[src/rtl/i2c_target.sv]
// I2C target with a 4 x 8-bit register file.
// Write: START, addr+W, pointer, data... STOP. Read: START, addr+R, data... NACK, STOP.
// SCL/SDA are oversampled on clk; SDA drive only moves on synced SCL falling edges.
`timescale 1ns/1ps
module i2c_target #(
  parameter logic [6:0]  DEV_ADDR = 7'h50,
  parameter logic [31:0] RST_VAL  = 32'h0000_0000
) (
  input  logic        clk,
  input  logic        rst,
  input  logic        scl_i,
  input  logic        sda_i,
  output logic        sda_oe,
  output logic [31:0] regs,
  output logic        wr_valid,
  output logic [1:0]  wr_addr,
  output logic [7:0]  wr_data,
  output logic        busy
);

  typedef enum logic [3:0] {
    IDLE, ADDR, ADDR_ACK, PTR, PTR_ACK, WDATA, WDATA_ACK, RDATA, RDATA_ACK
  } state_t;

  // [0],[1] form the synchronizer; [2] is the delayed copy used for edges
  logic [2:0]      r_scl_s, r_sda_s;
  state_t          r_state, w_state_nxt;
  logic [3:0]      r_cnt, w_cnt_nxt;
  logic [7:0]      r_shift, w_shift_nxt;
  logic [1:0]      r_ptr, w_ptr_nxt;
  logic            r_rw, w_rw_nxt;
  logic            r_oe, w_oe_nxt;
  logic [3:0][7:0] r_regs, w_regs_nxt;
  logic            r_wr_valid, w_wr_valid_nxt;
  logic [1:0]      r_wr_addr, w_wr_addr_nxt;
  logic [7:0]      r_wr_data, w_wr_data_nxt;

  logic       w_scl_rise, w_scl_fall, w_start, w_stop;
  logic [7:0] w_byte;

  assign w_scl_rise = r_scl_s[1] & ~r_scl_s[2];
  assign w_scl_fall = ~r_scl_s[1] & r_scl_s[2];
  assign w_start    = r_scl_s[1] & r_scl_s[2] & ~r_sda_s[1] & r_sda_s[2];
  assign w_stop     = r_scl_s[1] & r_scl_s[2] & r_sda_s[1] & ~r_sda_s[2];
  // byte as it stands once the current rising-edge bit is shifted in
  assign w_byte     = {r_shift[6:0], r_sda_s[1]};

  // bus synchronizers; reset to the idle-high bus level
  always_ff @(posedge clk or negedge rst) begin
    if (!rst) begin
      r_scl_s <= 3'b111;
      r_sda_s <= 3'b111;
    end else begin
      r_scl_s <= {r_scl_s[1:0], scl_i};
      r_sda_s <= {r_sda_s[1:0], sda_i};
    end
  end

  // state register
  always_ff @(posedge clk or negedge rst) begin
    if (!rst) r_state <= IDLE;
    else      r_state <= w_state_nxt;
  end

  // next state and datapath; START/STOP override whatever the byte engine is doing
  always_comb begin
    w_state_nxt    = r_state;
    w_cnt_nxt      = r_cnt;
    w_shift_nxt    = r_shift;
    w_ptr_nxt      = r_ptr;
    w_rw_nxt       = r_rw;
    w_oe_nxt       = r_oe;
    w_regs_nxt     = r_regs;
    w_wr_valid_nxt = 1'b0;
    w_wr_addr_nxt  = r_wr_addr;
    w_wr_data_nxt  = r_wr_data;
    if (w_stop) begin
      w_state_nxt = IDLE;
      w_oe_nxt    = 1'b0;
    end else if (w_start) begin
      w_state_nxt = ADDR;
      w_cnt_nxt   = 4'd0;
      w_oe_nxt    = 1'b0;
    end else begin
      case (r_state)
        ADDR, PTR, WDATA: begin
          if (w_scl_rise) begin
            w_shift_nxt = w_byte;
            w_cnt_nxt   = r_cnt + 4'd1;
            if (r_cnt == 4'd7) begin
              w_cnt_nxt = 4'd0;
              if (r_state == ADDR) begin
                w_rw_nxt    = w_byte[0];
                w_state_nxt = (w_byte[7:1] == DEV_ADDR) ? ADDR_ACK : IDLE;
              end else if (r_state == PTR) begin
                w_ptr_nxt   = w_byte[1:0];
                w_state_nxt = PTR_ACK;
              end else begin
                w_regs_nxt[r_ptr] = w_byte;
                w_wr_valid_nxt    = 1'b1;
                w_wr_addr_nxt     = r_ptr;
                w_wr_data_nxt     = w_byte;
                w_ptr_nxt         = r_ptr + 2'd1;
                w_state_nxt       = WDATA_ACK;
              end
            end
          end
        end
        // first fall pulls SDA for the ACK slot, second fall ends it
        ADDR_ACK, PTR_ACK, WDATA_ACK: begin
          if (w_scl_fall) begin
            if (!r_oe) begin
              w_oe_nxt = 1'b1;
            end else begin
              w_oe_nxt  = 1'b0;
              w_cnt_nxt = 4'd0;
              if (r_state == ADDR_ACK && r_rw) begin
                w_shift_nxt = r_regs[r_ptr];
                w_oe_nxt    = ~r_regs[r_ptr][7];
                w_state_nxt = RDATA;
              end else if (r_state == ADDR_ACK) begin
                w_state_nxt = PTR;
              end else begin
                w_state_nxt = WDATA;
              end
            end
          end
        end
        // r_cnt counts bits the master has sampled; r_shift[7] is the bit on the bus
        RDATA: begin
          if (w_scl_rise) w_cnt_nxt = r_cnt + 4'd1;
          if (w_scl_fall) begin
            if (r_cnt == 4'd8) begin
              w_oe_nxt    = 1'b0;
              w_cnt_nxt   = 4'd0;
              w_state_nxt = RDATA_ACK;
            end else begin
              w_shift_nxt = {r_shift[6:0], 1'b0};
              w_oe_nxt    = ~r_shift[6];
            end
          end
        end
        // r_cnt==1 marks a received master ACK awaiting the next fall
        RDATA_ACK: begin
          if (w_scl_rise) begin
            if (r_sda_s[1]) begin
              w_state_nxt = IDLE;
            end else begin
              w_ptr_nxt = r_ptr + 2'd1;
              w_cnt_nxt = 4'd1;
            end
          end else if (w_scl_fall && r_cnt == 4'd1) begin
            w_shift_nxt = r_regs[r_ptr];
            w_oe_nxt    = ~r_regs[r_ptr][7];
            w_cnt_nxt   = 4'd0;
            w_state_nxt = RDATA;
          end
        end
        default: ;
      endcase
    end
  end

  // datapath registers
  always_ff @(posedge clk or negedge rst) begin
    if (!rst) begin
      r_cnt      <= 4'd0;
      r_shift    <= 8'd0;
      r_ptr      <= 2'd0;
      r_rw       <= 1'b0;
      r_oe       <= 1'b0;
      r_regs     <= RST_VAL;
      r_wr_valid <= 1'b0;
      r_wr_addr  <= 2'd0;
      r_wr_data  <= 8'd0;
    end else begin
      r_cnt      <= w_cnt_nxt;
      r_shift    <= w_shift_nxt;
      r_ptr      <= w_ptr_nxt;
      r_rw       <= w_rw_nxt;
      r_oe       <= w_oe_nxt;
      r_regs     <= w_regs_nxt;
      r_wr_valid <= w_wr_valid_nxt;
      r_wr_addr  <= w_wr_addr_nxt;
      r_wr_data  <= w_wr_data_nxt;
    end
  end

  assign sda_oe   = r_oe;
  assign regs     = r_regs;
  assign wr_valid = r_wr_valid;
  assign wr_addr  = r_wr_addr;
  assign wr_data  = r_wr_data;
  assign busy     = (r_state != IDLE);

endmodule
[config.mk]
export PLATFORM = sky130hd
export DESIGN_NAME = i2c_target
export DESIGN_NICKNAME = d
export VERILOG_FILES = /design/src/rtl/i2c_target.sv
export SDC_FILE = /design/constraint.sdc
export NUM_CORES = 1
export LEC_CHECK = 0
export ABC_AREA = 1
export CORE_MARGIN = 4
export CORE_UTILIZATION = 55
export CTS_CLUSTER_SIZE = 16
export DETAILED_ROUTE_END_ITERATION = 12
export GPL_ROUTABILITY_DRIVEN = 1
export PLACE_DENSITY_LB_ADDON = 0.08
export SKIP_CTS_REPAIR_TIMING = 1
export SLEW_MARGIN = 20
export SYNTH_ARGS = -nofsm -noshare
export SYNTH_HDL_FRONTEND = slang
export SYNTH_SLANG_ARGS = --single-unit
[constraint.sdc]
create_clock -name clk -period 2.2 [get_ports clk]
set_clock_uncertainty 0.05 [all_clocks]
set_input_delay 0.33 -clock clk [delete_from_list [all_inputs] [get_ports clk]]
set_output_delay 0.33 -clock clk [all_outputs]
set_load 0.01 [all_outputs]
**Word level (Yosys, flattened, before mapping)**

Cells that the tools add are included.

- Add/sub/neg operators: 2
- $lt $le $gt $ge: 2
- Equality and inequality tests: 39
- Multiplexer cells: 67
- Bitwise logic cells: 17
- Reduce and logical (&&, ||, !) cells: 18

Operators with widths:

| kind | count |
|---|---|
| $mux 4 | 22 |
| $mux 7 | 8 |
| $ne 4x4->1 const B | 10 |
| $bwmux 32 | 1 |
| $pmux 4 s4 | 2 |
| $pmux 7 s4 | 1 |
| $ne 2x2->1 const B | 12 |
| $eq 4x3->1 const B | 5 |
| $bmux 8 s2 | 1 |
| $demux 8 s2 | 1 |
| $mux 1 | 16 |
| $mux 2 | 8 |
| $mux 8 | 2 |
| $reduce_and 7->1 | 2 |
| $reduce_and 11->1 | 1 |
| $ne 5x5->1 const B | 2 |
| $not 1->1 | 10 |
| $reduce_bool 5->1 | 2 |
| $mux 3 | 3 |
| $ne 3x3->1 const B | 3 |
| $reduce_and 9->1 | 1 |
| $eq 4x1->1 const B | 2 |
| $eq 4x2->1 const B | 2 |
| $eq 4x4->1 const B | 2 |
| other kinds (16) | 26 |

- Bits in registers: 68
- Logic and storage cells: 160

**Logic depth before layout (Yosys ltp)**

Gate-level depths: netlist (run 1).

- Depth after elaboration: 9
- Depth in mapped cells: 12

**Worst setup path before layout (run 1)**

Ideal clock, no wire load.

- Path type: reg2reg
- Start: register r_sda_s[1]
- End: register r_shift[0]
- Library setup time: 0.117 ns
- Data arrival time: 1.549 ns
- Required time: 2.033 ns
- Slack: 0.484 ns
- Stages on the path, launching flop included: 10
- Path buffers: 0
- Cell sequence: dfstp_2 > inv_1 > nand2_1 > nor2_2 > nor2_2 > o21ai_1 > nor3_4 > nand2_4 > nand2_1 > nand2_1

- Word-level cells in the longest chain between the ends: 5
- Elaborated cells between the ends (all ways): 10
- Classes of those cells: 2 x mux; 7 x bitwise; 1 x reduce/logical

Ends and longest elaborated chain:

| what | line | text |
|---|---|---|
| start, declared | 26 | `logic [2:0] r_scl_s, r_sda_s;` |
| start signal, assigned | 55 | `r_sda_s <= {r_sda_s[1:0], sda_i};` |
| $not 1->1 | 43 | `assign w_start = r_scl_s[1] & r_scl_s[2] & ~r_sda_s[1] & r_sda_s[2];` |
| $and 1x1->1 (2 in a row) | 43 |  |
| $not 1->1 (no line) | n/a |  |
| $reduce_and 11->1 (no line) | n/a |  |
| end signal, assigned | 178 | `r_shift <= w_shift_nxt;` |
| end, declared | 29 | `logic [7:0] r_shift, w_shift_nxt;` |

Several ways; a longest one is shown, not always the timed one. The select of a mux whose other input is x is not followed.
A chain may end at the register's enable or synchronous reset.

**Worst setup path in the final report (run 1)**

- Start: register r_state[3]
- End: output port busy

- Word-level cells in the longest chain between the ends: 1

Ends and longest elaborated chain:

| what | line | text |
|---|---|---|
| start, declared | 27 | `state_t r_state, w_state_nxt;` |
| start signal, assigned | 62 | `else r_state <= w_state_nxt;` |
| $reduce_bool 4->1 | 194 | `assign busy = (r_state != IDLE);` |
| end, declared | 18 | `output logic busy` |

Every way passes these cells.

==> results of run 1 <==
logic make-up (layout without fill, tap and decap cells):
| family | count (synthesis) | in the layout | synth area share, % |
|---|---|---|---|
| adders and majority gates | 7 | 7 | 2.42 |
| xor gates and xnor gates | 2 | 2 | 0.484 |
| AOI/OAI and AO/OA | 99 | 99 | 14.5 |
| buffers and inverters | 50 | 108 | 6.18 |
| DFF | 68 | 68 | 47.2 |
| and+or+nand+nor | 234 | 234 | 29.2 |
power by group through the flow:
stage / Clock, mW / Sequential [mW] / Combinational (mW)
2_1_floorplan: 0 / 1.56 / 1.80
3_3_place_gp: 0 / 1.59 / 2.32
3_5_place_dp: 0 / 1.60 / 2.35
4_1_cts: 0.980 / 1.57 / 2.36
5_1_grt: 1.05 / 1.60 / 2.71
6_report: 0.970 / 1.57 / 2.39
path summary, 6_finish.rpt:
check                            from         end  slack, ns  depth (start not counted)
max                        r_state[3]        busy       0.19                          3
min                        r_sda_s[0]  r_sda_s[1]       0.31                          0
max reg2reg                r_sda_s[1]  r_shift[0]       0.25                          9
min reg2reg                r_sda_s[0]  r_sda_s[1]       0.31                          0
max in group asynchronous         rst  r_sda_s[1]       1.22                          3
min in group asynchronous         rst  wr_addr[1]       0.50                          3
layer usage:
| metal | vias up | global-route usage [%] | wire length [um] |
|---|---|---|---|
| met5 | - | 0 | 0 |
| met4 | 0 | 8.66 | 126 |
| met3 | 13 | 4.88 | 702 |
| met2 | 139 | 37.0 | 3950 |
| met1 | 1523 | 39.1 | 4290 |
| li1 | 1612 | - | - |
worst register-to-register path, stage by stage, from the launching register on:
cell and delay (ns):
dfstp_2 0.54, inv_1 0.05, nand2_1 0.07, nor2_2 0.08, nor2_2 0.28, o21ai_1 0.17, nor3_4 0.36, nand2_4 0.12
nand2_1 0.08, nand2_1 0.05
through the flow:
stage               instance area [sq um]  power (mW)
floorplan                            3620        3.36
global placement                     4160        3.92
detailed placement                   4160        3.95
CTS                                  4340        4.92
global route                         4350        5.36
finish                               4350        4.93
synth_stat cells (all sizes together):
library cell  count  area share, %
clkbuf            6           0.62
clkinv            2           0.21
nand3            27            4.1
ha                7            2.4
inv              35            3.6
nand4             5           0.86
xor2              1           0.24
a31oi             2           0.35
o22ai             7            1.2
o21ai            75             11
buf               7            1.7
nor3              2           0.59
nor2             49            6.0
nand2           151             18
xnor2             1           0.24
o211ai            5            1.0
a21oi            10            1.4
dfstp             6            4.4
dfrtp            62             43
layout make-up:
class / instances / area (sq um) / share of cell area [%]
multi-input cells: 342 / 1690 / 38.9
repair buffers: 55 / 531 / 12.2
inverters: 37 / 139 / 3.19
clock inverters: 6 / 46.3 / 1.06
flip-flops and latches: 68 / 1710 / 39.3
well taps: 77 / 96.3 / 2.22
clock buffers: 10 / 138 / 3.16
sequential cells by signal, summed over array words and instances (netlist names):
signal    count
regs         32
wr_data       8
r_shift       7
r_cnt         4
r_state       4
r_scl_s       3
r_sda_s       3
r_ptr         2
wr_addr       2
r_rw          1
sda_oe        1
wr_valid      1
==> impl_results.md, run 1 <==
* Worst hold margin at 0.308 ns
* Clock power frac at 19.7%
* Max capacitance violation total at 0
* Max Clk Rate at 497 MHz
* Synth Register Bits at 68
* Setup WS pre-CTS at 0.276 ns
* Area grow syn2layout at 20.0%
* Starting Density at 56.7%
* Synth Cell Area at 3620 sq um
* PwrDens at 1130 nW/um^2
* Commonest non-fill, non-tap cell in the layout: nand2_1
* Area of the core at 6390 sq um
* Part of the power in registers at 31.9%
* # clock sinks at 68
* Crit path max-delay cell type: clkdlybuf4s50_1
* Core Util, Final at 68.1%
* Fin. max-slew vios at 0
* Final Setup Violations at 0
* Die area at 7950 sq um
* Filler cells at 554
* Worst-Skew Late Latency at 0.35 ns
* Total wire length at 9.07 mm
* Mapped Avg Cell Area at 7.88 sq um
* Crit-path cells: nor2_2 -> nand2_1 -> clkdlybuf4s50_1
* Share of cells above drive strength 1 at 12.7%
* CTS H-tree depth at 3
* GPL Wtd Cong at 0.932
* Startpoint Class: flip-flop
* Min Tclk post-route at 2.01 ns
* Buffers on Ports at 48
* Clock Pin Slew Worst Setup and Hold Paths at 0.08 ns
* Setup tns final at 0 ns
* Drt wl/cell at 15.2 um
* Vias post-DR at 3287
* Max stage delay on crit path at 0.48 ns
* Hold WC Path Type: flip-flop to flip-flop
* Psw at 2.31 mW
* CTS buffer count at 9
* # DRC at 0
* GRT Util Overall at 25.8%
* Post-DRT Antenna Nets at 0
* Die boundary width at 89.2 um
* Worst setup margin at 0.188 ns
* Arrival @ worst endpoint at 1.63 ns
* Clock root buffer: clkbuf_8
* Fin cells at 595
* Bufs and invs on worst path at 1
* Crit path max fanout at 6
* Yosys warns at 0
* IO Pins at 49
* Die H at 89.2 um
* First-pass GRT wire length at 15.7 mm
* P_leak at 2.07 nW
* Antenna diodes at 0
* RSZ-0062 raised after global routing: no
* Status: complete, no violations
* CP Capture Type: output port
* Critical Path RT at 1.82 ns
* CP delay by family, top: buffers and inverters
* Comb pwr share at 48.5%
* Syn nets at 471
* Initial antenna violation count at 0
* Clock Tree Buf Depth at 2
* Final-report hold violation count at 0
* Period utilization at 91.5%
* Sw Share at 46.9%
* CTS tree: done
* Syn Inst Count at 460
* Initial DRC Count at 269
* Pin count of the biggest net entering global routing at 37
* WS Path Type: flip-flop to output port
* Vias per inst at 5.52
* Nets at 524
* Worst slew margin at 64.9%
* Maximum vdd ir drop at 0.872 mV
* Placed insts at 578
* Most frequent cells in the layout: nand2_1 (136), o21ai_0 (68), dfrtp_1 (62), clkdlybuf4s50_1 (47), nor2_1 (40)
* First-pass iteration count of the detailed router at 7
* Vias in the first global route at 3155
* Core Rows at 29
* Yosys cell types at 30
* Seq/Total Area, Yosys at 47.2%
* Overflow after GRT at 0
* Post-detailed-placement half-perimeter wirelength at 6.71 mm
* Int Pwr at 2.62 mW
* Slew at the pin with the worst max-slew slack at 0.523 ns
(Power assumes the default switching activity.)
==> run 2, diff against run 1 <==
CTS_CLUSTER_SIZE = 28   (was 16)
==> results of run 2 <==
The final DEF is identical to that of run 1; final timing and power are the same.
==> run 3, diff against run 2 <==
SETUP_SLACK_MARGIN = 0.5   (was unset)
==> run 3 against run 2 <==
Against the previous run:
- wire length rose by 7.7%
- worst hold slack got worse by 0.067 ns
- sequential power is 3% higher
- worst setup slack improved by 0.21 ns
- core utilization is 5.2 points higher
- critical path depth rose by 4
- cell count increased by 3.0%
- first-iteration DRC count down 11%
- combinational power up 19%
- via count up 2.7%
- register-to-register slack improved by 0.15 ns
- critical endpoint is now r_shift[3]
==> impl_results.md, run 3 (synthesis results as in run 1) <==
* Setup tns final at 0 ns
* Antenna diodes at 0
* CTS tree: done
* Crit path max fanout at 10
* Die H at 89.2 um
* # clock sinks at 68
* # DRC at 0
* Area post-placement at 4170 sq um
* Core Rows at 29
* Arrival @ worst endpoint at 1.99 ns
* GRT Util Overall at 25.6%
* Area grow syn2layout at 29.1%
* Core Util, Final at 73.3%
* Bufs and invs on worst path at 1
* Max capacitance violation total at 0
* Crit-path cells: clkinvlp_2 -> nor2_1 -> o22ai_1 -> nand2_1 -> o21ai_0 -> nand3_1 -> nand2_1
* Setup WS pre-CTS at 0.279 ns
* Vias in the first global route at 3080
* RSZ-0062 raised after global routing: yes
* Total wire length at 9.77 mm
* Maximum vdd ir drop at 0.976 mV
* Share of cells above drive strength 1 at 20.9%
* Post-DRT Antenna Nets at 0
* Part of the power in registers at 29.1%
* CTS buffer count at 9
* Clock root buffer: clkbuf_8
* CP Capture Type: flip-flop
* Vias post-DR at 3377
* Overflow after GRT at 0
* Initial DRC Count at 240
* Psw at 2.49 mW
* Drt wl/cell at 15.9 um
* Clock power frac at 19.6%
* Pin count of the biggest net entering global routing at 45
* CP delay by family, top: simple AND/OR/NAND/NOR gates
* Nets at 542
* Slew at the pin with the worst max-slew slack at 0.549 ns
* Filler cells at 503
* Post-detailed-placement half-perimeter wirelength at 6.81 mm
* First-pass iteration count of the detailed router at 5
* Fin. max-slew vios at 0
* Final Setup Violations at 0
* Most frequent cells in the layout: nand2_1 (130), o21ai_0 (65), dfrtp_1 (56), nor2_1 (35), clkdlybuf4s50_1 (33)
* Max Clk Rate at 556 MHz
* Vias per inst at 5.51
* Final-report hold violation count at 0
* WS Path Type: flip-flop to flip-flop
* Worst-Skew Late Latency at 0.35 ns
* IO Pins at 49
* Crit path max-delay cell type: dfrtp_1
* Area of the core at 6390 sq um
* Die boundary width at 89.2 um
* PwrDens at 1180 nW/um^2
* Max FFs per register at 32
* Min Tclk post-route at 1.80 ns
* Hold WC Path Type: input port to asynchronous set/reset pin
* First-pass GRT wire length at 15.5 mm
* P_leak at 2.42 nW
* Buffers on Ports at 48
* Starting Density at 56.7%
* Commonest non-fill, non-tap cell in the layout: nand2_1
* Int Pwr at 3.04 mW
* Worst slew margin at 63.4%
* Startpoint Class: flip-flop
* GPL Wtd Cong at 0.976
* Cell repeated most along the worst path: nand2_1
* Final Power at 5.53 mW
* CTS H-tree depth at 3
* Clock Tree Buf Depth at 2
* Clock Pin Slew Worst Setup and Hold Paths at 0.08 ns
* Initial antenna violation count at 0
* Max stage delay on crit path at 0.44 ns
* Finished Cell Area at 4680 sq um
* Comb pwr share at 51.3%
* Period utilization at 81.7%
* Sw Share at 45.1%
* Worst setup margin at 0.402 ns
* Status: complete, no violations
* Critical Path RT at 2.39 ns
* Die area at 7950 sq um
## run 3: cell count changes in the layout (fill, tap and decap cells not counted), moves of 5 or more
cell	change
dfrtp_1	-6
clkdlybuf4s50_1	-14
dlymetal6s2s_1	+14
nor2_4	+7
buf_4	+16
nand2_1	-6
nand2_2	+5
nor2_1	-5
dfrtp_2	+6
## run 3: path summary, 6_finish.rpt
path	from	end	slack [ns]	depth (start not counted)
worst max-delay path	r_ptr[0]	r_shift[3]	0.40	7
worst min-delay path	rst	wr_data[3]	0.24	2
worst max register to register	r_ptr[0]	r_shift[3]	0.40	7
worst min register to register	r_sda_s[0]	r_sda_s[1]	0.31	0
max in group asynchronous	rst	r_cnt[1]	1.11	3
min in group clk	r_sda_s[0]	r_sda_s[1]	0.31	0
## run 3: metrics by stage
stage	hold slack [ns]	cells
floorplan	-0.0156	460
global placement	0.0678	580
detailed placement	0.0717	580
CTS	-0.302	596
global route	0.240	613
finish	0.241	613
## run 3: routing by layer
metal  vias up  routed length (um)  GRT usage (%)
li1       1646                   -              -
met1      1583                4580           38.3
met2       129                4320           36.6
met3        19                 680           5.53
met4         0                 180           9.47
met5         -                   0              0
## run 3: area by class of cell
| type | count | area [sq um] | area share (%) |
|---|---|---|---|
| sequential | 68 | 1720 | 36.7 |
| clock buffer | 11 | 151 | 3.24 |
| multi-input combinational | 342 | 1810 | 38.7 |
| timing repair inverter | 1 | 5.00 | 0.107 |
| inverter | 37 | 145 | 3.10 |
| tap | 77 | 96.3 | 2.06 |
| timing repair buffer | 72 | 697 | 14.9 |
| clock inverter | 5 | 58.8 | 1.26 |
## run 3: worst register-to-register path, cell delays in order (launching register included)
cell and delay (ns):
dfrtp_1 0.44, clkinvlp_2 0.43, nor2_1 0.32, o22ai_1 0.13, nand2_1 0.06, o21ai_0 0.10
nand3_1 0.10, nand2_1 0.05
## run 3: power by group through the flow
stage | registers (mW) | logic [mW] | clock network (mW)
floorplan | 1.56 | 1.81 | 0
global placement | 1.59 | 2.39 | 0
detailed placement | 1.60 | 2.40 | 0
CTS | 1.58 | 2.42 | 1.09
global route | 1.64 | 3.14 | 1.14
finish | 1.61 | 2.84 | 1.08
